<file path="src/rtl/data_mem_arbiter.sv">
// data_mem_arbiter
//   Two-port arbiter and APB master sequencer for the 64x16 execute-stage-2
//   data memory. Port 0 is the pipeline load/store path. Port 1 is the
//   secondary master (program loader/debug). One transfer is outstanding at
//   a time.
//
//   Optional build macro: DATA_MEM_ARB_RR_EN selects round-robin arbitration
//   between the ports. When it is undefined, port 0 has fixed priority.
//
// Ports
//   clk, rst                  rising-edge clock, async active-low reset
//   pN_req/write/addr/wdata   port N request; req is held until pN_gnt
//   pN_gnt/done/err           registered one-cycle pulses back to port N
//   rdata                     last captured read data
//   busy                      transfer in flight (state != IDLE)
//   paddr/pwrite/psel/penable/pwdata/prdata/pready   APB master side
module data_mem_arbiter #(
  parameter int ADDR_W  = 6,
  parameter int DATA_W  = 16,
  parameter int TIMEOUT = 15
) (
  input  logic              clk,
  input  logic              rst,
  input  logic              p0_req,
  input  logic              p0_write,
  input  logic [ADDR_W-1:0] p0_addr,
  input  logic [DATA_W-1:0] p0_wdata,
  input  logic              p1_req,
  input  logic              p1_write,
  input  logic [ADDR_W-1:0] p1_addr,
  input  logic [DATA_W-1:0] p1_wdata,
  output logic              p0_gnt,
  output logic              p0_done,
  output logic              p0_err,
  output logic              p1_gnt,
  output logic              p1_done,
  output logic              p1_err,
  output logic [DATA_W-1:0] rdata,
  output logic              busy,
  output logic [ADDR_W-1:0] paddr,
  output logic              pwrite,
  output logic              psel,
  output logic              penable,
  output logic [DATA_W-1:0] pwdata,
  input  logic [DATA_W-1:0] prdata,
  input  logic              pready
);

  typedef enum logic [1:0] {IDLE, SETUP, ACCESS, DONE} state_t;

  localparam logic [7:0] TO = 8'(TIMEOUT);

  state_t     state, state_nxt;
  logic [7:0] cnt;
  logic       win;      // arbitration result this cycle: 0 = port 0, 1 = port 1
  logic       win_id;   // port that owns the transfer in flight
  logic       any_req;
  logic       xfer_end; // last ACCESS cycle, by pready or by timeout
  logic       to_hit;

  assign any_req  = p0_req | p1_req;
  assign to_hit   = (state == ACCESS) && !pready && (cnt == TO);
  assign xfer_end = (state == ACCESS) && (pready || to_hit);
  assign busy     = (state != IDLE);

`ifdef DATA_MEM_ARB_RR_EN
  // rr_ptr names the port favoured on the next tie. After each grant it
  // points at the port that lost, so the last-granted port yields on a tie.
  // The reset value of 0 makes the first tie after reset go to port 0.
  logic rr_ptr;

  assign win = (p0_req && p1_req) ? rr_ptr : !p0_req;

  always_ff @(posedge clk or negedge rst) begin
    if (!rst)                          rr_ptr <= 1'b0;
    else if (state == IDLE && any_req) rr_ptr <= !win;
  end
`else
  assign win = !p0_req;
`endif

  always_ff @(posedge clk or negedge rst) begin
    if (!rst) state <= IDLE;
    else      state <= state_nxt;
  end

  always_comb begin
    state_nxt = state;
    psel      = 1'b0;
    penable   = 1'b0;
    case (state)
      IDLE:   if (any_req) state_nxt = SETUP;
      SETUP:  begin
        psel      = 1'b1;
        state_nxt = ACCESS;
      end
      ACCESS: begin
        psel    = 1'b1;
        penable = 1'b1;
        if (xfer_end) state_nxt = DONE;
      end
      DONE:   state_nxt = IDLE;
      default: state_nxt = IDLE;
    endcase
  end

  // Datapath and registered handshake pulses. The APB address, direction
  // and write data only load on a grant, so they hold through SETUP and
  // ACCESS and keep their last values while idle.
  always_ff @(posedge clk or negedge rst) begin
    if (!rst) begin
      paddr   <= '0;
      pwrite  <= 1'b0;
      pwdata  <= '0;
      rdata   <= '0;
      cnt     <= '0;
      win_id  <= 1'b0;
      p0_gnt  <= 1'b0;
      p1_gnt  <= 1'b0;
      p0_done <= 1'b0;
      p1_done <= 1'b0;
      p0_err  <= 1'b0;
      p1_err  <= 1'b0;
    end else begin
      p0_gnt  <= 1'b0;
      p1_gnt  <= 1'b0;
      p0_done <= 1'b0;
      p1_done <= 1'b0;
      p0_err  <= 1'b0;
      p1_err  <= 1'b0;
      case (state)
        IDLE: if (any_req) begin
          paddr  <= win ? p1_addr  : p0_addr;
          pwrite <= win ? p1_write : p0_write;
          pwdata <= win ? p1_wdata : p0_wdata;
          win_id <= win;
          p0_gnt <= !win;
          p1_gnt <= win;
        end
        ACCESS: begin
          if (pready && !pwrite) rdata <= prdata;
          // The counter stops at TIMEOUT, so it never wraps.
          if (!pready && !to_hit) cnt <= cnt + 8'd1;
          if (xfer_end) begin
            p0_done <= !win_id;
            p1_done <= win_id;
            p0_err  <= to_hit && !win_id;
            p1_err  <= to_hit && win_id;
          end
        end
        DONE: cnt <= '0;
        default: ;
      endcase
    end
  end

endmodule
</file>
<file path="config.mk">
export PLATFORM = sky130hd
export DESIGN_NAME = data_mem_arbiter
export DESIGN_NICKNAME = d
export VERILOG_FILES = /design/src/rtl/data_mem_arbiter.sv
export SDC_FILE = /design/constraint.sdc
export NUM_CORES = 1
export LEC_CHECK = 0
export BUFFER_PORTS_ARGS = -buffer_cell sky130_fd_sc_hd__buf_2
export CORE_UTILIZATION = 42
export DETAILED_ROUTE_END_ITERATION = 6
export GPL_TIMING_DRIVEN = 0
export PLACE_DENSITY = 0.76
export REMOVE_ABC_BUFFERS = 1
export SLEW_MARGIN = 20
export SYNTH_ARGS = -nofsm -noshare
export SYNTH_HDL_FRONTEND = slang
export SYNTH_SLANG_ARGS = --single-unit
</file>
<file path="constraint.sdc">
create_clock -name clk -period 1.82 [get_ports clk]
set_input_delay 0.091 -clock clk [delete_from_list [all_inputs] [get_ports clk]]
set_output_delay 0.091 -clock clk [all_outputs]
set_load 0.05 [all_outputs]
</file>
==> flow_metrics.env <==
export IMPL_run_status="complete, no violations"
export IMPL_synth_top_cell_by_area="sky130_fd_sc_hd__dfrtp_1"
export IMPL_rows=27
export IMPL_worst_ep_arrival_time_ns=1.97
export IMPL_min_to="rdata[11]"
export IMPL_leakage_nw=1.72
export IMPL_placed_area_um2=3170
export IMPL_required_ns=2.01
export IMPL_hold_path_startpoint="prdata[11]"
export IMPL_hold_path_class="in2reg"
export IMPL_gp_routability_congestion=0.844
export IMPL_rrSetupSlack_ns=0.04
export IMPL_r2r_cells=4
export IMPL_start_util_pct=44.7
export IMPL_postLayoutCellArea_um2=3350
export IMPL_seq_area_frac_synth_pct=55.2
export IMPL_power_per_standard_cell_area_nw_per_um2=1900
export IMPL_timing_fmax_ghz=0.563
export IMPL_rr_endpoint="state[1]"
export IMPL_worstSetupEndpointType="flip-flop"
export IMPL_route_antenna_remaining_nets=0
export IMPL_n_antenna_cell=0
export IMPL_fp_dieW_um=79.7
export IMPL_timing_hold_worst_path_depth=2
export IMPL_initialDrtViolationCount=109
export IMPL_synth_cell_area_um2=2540
export IMPL_critical_path_peak_fanout=7
export IMPL_syn_mean_instance_area_um2=11.6
export IMPL_timing_final_hold_violations=0
export IMPL_tritoncts_clock_tree="yes"
export IMPL_route_detailed_wl_per_inst_um=13.0
export IMPL_worstReg2RegStart="cnt[5]"
export IMPL_coreArea_um2=5680
export IMPL_routed_wl_um=5280
export IMPL_slew_at_the_pin_with_the_worst_max_slew_slack_ns=0.804
export IMPL_final_nets=405
export IMPL_finalCoreUtilization_pct=59.0
export IMPL_timing_setup_critical_path_class="reg2reg"
export IMPL_ys_types=35
export IMPL_area_delta_synth_final_pct=32.1
export IMPL_peak_supply_drop_uv=1050
export IMPL_detail_route_drc_violations=0
export IMPL_port_buffers=114
export IMPL_dominant_cells_by_area_after_synthesis="sky130_fd_sc_hd__dfrtp_1 (55%), sky130_fd_sc_hd__mux2i_1 (9.5%), sky130_fd_sc_hd__mux2_2 (7.5%)"
export IMPL_final_cell_mix="sky130_fd_sc_hd__buf_2 (113), sky130_fd_sc_hd__dfrtp_1 (56), sky130_fd_sc_hd__nand2_1 (29)"
export IMPL_chipHeight_um=79.7
export IMPL_mostFrequentLayoutCell="sky130_fd_sc_hd__buf_2"
export IMPL_clock_skew_final_ns=0.00965
export IMPL_cts_root_buffer="sky130_fd_sc_hd__clkbuf_8"
export IMPL_hold_ws_ns=0.0129
export IMPL_final_global_route_overflow_total=0
export IMPL_slew_violations=0
export IMPL_setup_violations_final=0
export IMPL_final_period_utilization_pct=97.6
export IMPL_setup_worst_path_start="cnt[5]"
export IMPL_cells_after_synth=218
export IMPL_largest_net_degree_at_the_start_of_global_routing=57
export IMPL_synthesis_yosys_warnings=0
export IMPL_htreeDepth=2
export IMPL_synth_largest_type_area_fraction_pct=55.2
export IMPL_slew_limit_headroom_pct=46.4
export IMPL_number_of_buffers_added_by_the_clock_tree_synthesis_step=5
export IMPL_final_layout_size_suffix_gt1_share_pct=45.4
export IMPL_cts_root_to_sink_buffers=2
export IMPL_clock_sink_count=56
export IMPL_route_detailed_vias_per_inst=4.99
export IMPL_drt_pre_antenna_iters=4
export IMPL_clkTransAtPathRegs_ns=0.10
export IMPL_final_period_minus_worst_setup_slack_ns=1.78
export IMPL_antenna_found_initial=0
export IMPL_grt_pass1_vias=1856
export IMPL_routed_via_count=2030
export IMPL_ios=115
export IMPL_detailed_place_hpwl_um=3760
export IMPL_die_area_um2=6360
export IMPL_drv_cap=0
export IMPL_grt_first_pass_wirelength_um=8180
export IMPL_clock_insertion_delay_at_the_later_pin_of_the_skew_report_ns=0.31
export IMPL_critPathLaunchType="flip-flop"
export IMPL_gr_usage_all_layers_pct=16.6
export IMPL_yosys_register_bits=56
==> final cells by class <==
cell class | instances | area, um2
sequential | 56 | 1400
inverter | 7 | 26.3
tap | 72 | 90.1
clock inverter | 3 | 23.8
timing repair buffer | 121 | 656
fill | 481 | 2320
clock buffer | 5 | 68.8
multi-input combinational | 143 | 1080
==> synth_stat cells, drive strengths merged <==
cell type and instances:
dfrtp 56, clkbuf 3, a31o 2, a21oi 4, o21ai 24, nor4 1, ha 4, nand2 30
mux2 18, a32o 4, o22ai 2, o22a 1, nand3 2, and3 3, a22o 2, nor3b 1
inv 7, a2111oi 1, and2 1, mux2i 24, nand4bb 1, nor2 7, o32ai 1, buf 9
nand4 3, nor3 5, nand3b 1, nand2b 1
==> through the flow <==
| step | TNS (ns) | total power [mW] | std cells | setup slack [ns] |
|---|---|---|---|---|
| detailed placement | -5.87 | 5.67 | 393 | -0.337 |
| floorplan | -11.40 | 4.75 | 206 | -0.392 |
| global placement | -32.08 | 5.53 | 392 | -1.23 |
| finish | 0 | 6.37 | 407 | 0.0435 |
| CTS | 0 | 6.39 | 403 | 0.0119 |
| global route | -0.0306 | 6.75 | 407 | -0.0172 |
==> worst max path at each step <==
stage | endpoint | slack, ns | depth (start not counted)
after detailed placement | rdata[8] | -0.34 | 4
after global routing | state[1] | -0.02 | 4
after floorplan | rdata[0] | -0.39 | 4
final | state[1] | 0.04 | 4
after CTS | cnt[7] | 0.01 | 5
after global placement | paddr[4] | -1.23 | 3
==> flip-flops by register name, indices dropped and copies added, names as in the netlist, 2 cells and up <==
register  flops
paddr         6
state         2
cnt           8
pwdata       16
rdata        16
==> worst max-delay path, cell delays in order, from the launching register on <==
cell	delay (ns)
sky130_fd_sc_hd__dfrtp_1	0.48
sky130_fd_sc_hd__nor4_4	0.54
sky130_fd_sc_hd__a21oi_4	0.15
sky130_fd_sc_hd__nor2_2	0.17
sky130_fd_sc_hd__mux2_1	0.33
==> cell families after synthesis <==
kind of cell | count (synthesis) | synth area share, %
compound gates | 41 | 10.7
fa+ha+maj | 4 | 1.97
buf+inv | 19 | 3.75
flops | 56 | 55.2
mux | 42 | 17.5
simple gates | 56 | 10.9
==> routing by layer <==
metal / vias to the layer above / GRT usage [%] / wire length (um)
li1: 1006 / - / -
met5: - / 0 / 0
met1: 922 / 20.9 / 2320
met4: 0 / 5.45 / 68
met3: 6 / 3.66 / 382
met2: 96 / 28.0 / 2500
==> report_power, final <==
group	leakage, nW	internal (mW)	switching, mW
clock	0.0404	0.273	0.400
combinational	0.979	0.975	2.66
sequential	0.700	1.77	0.282
==> timing repair <==
item                                    CTS  global route
endpoints found under the hold margin    56             3
pin swaps                                 1             0
hold buffers                              1             3
cloned                                    0             0
endpoints found under the setup margin   22             3
resized for setup                         3             3
setup buffers                             1             1
Note: power is estimated with default switching activity, not from simulation.
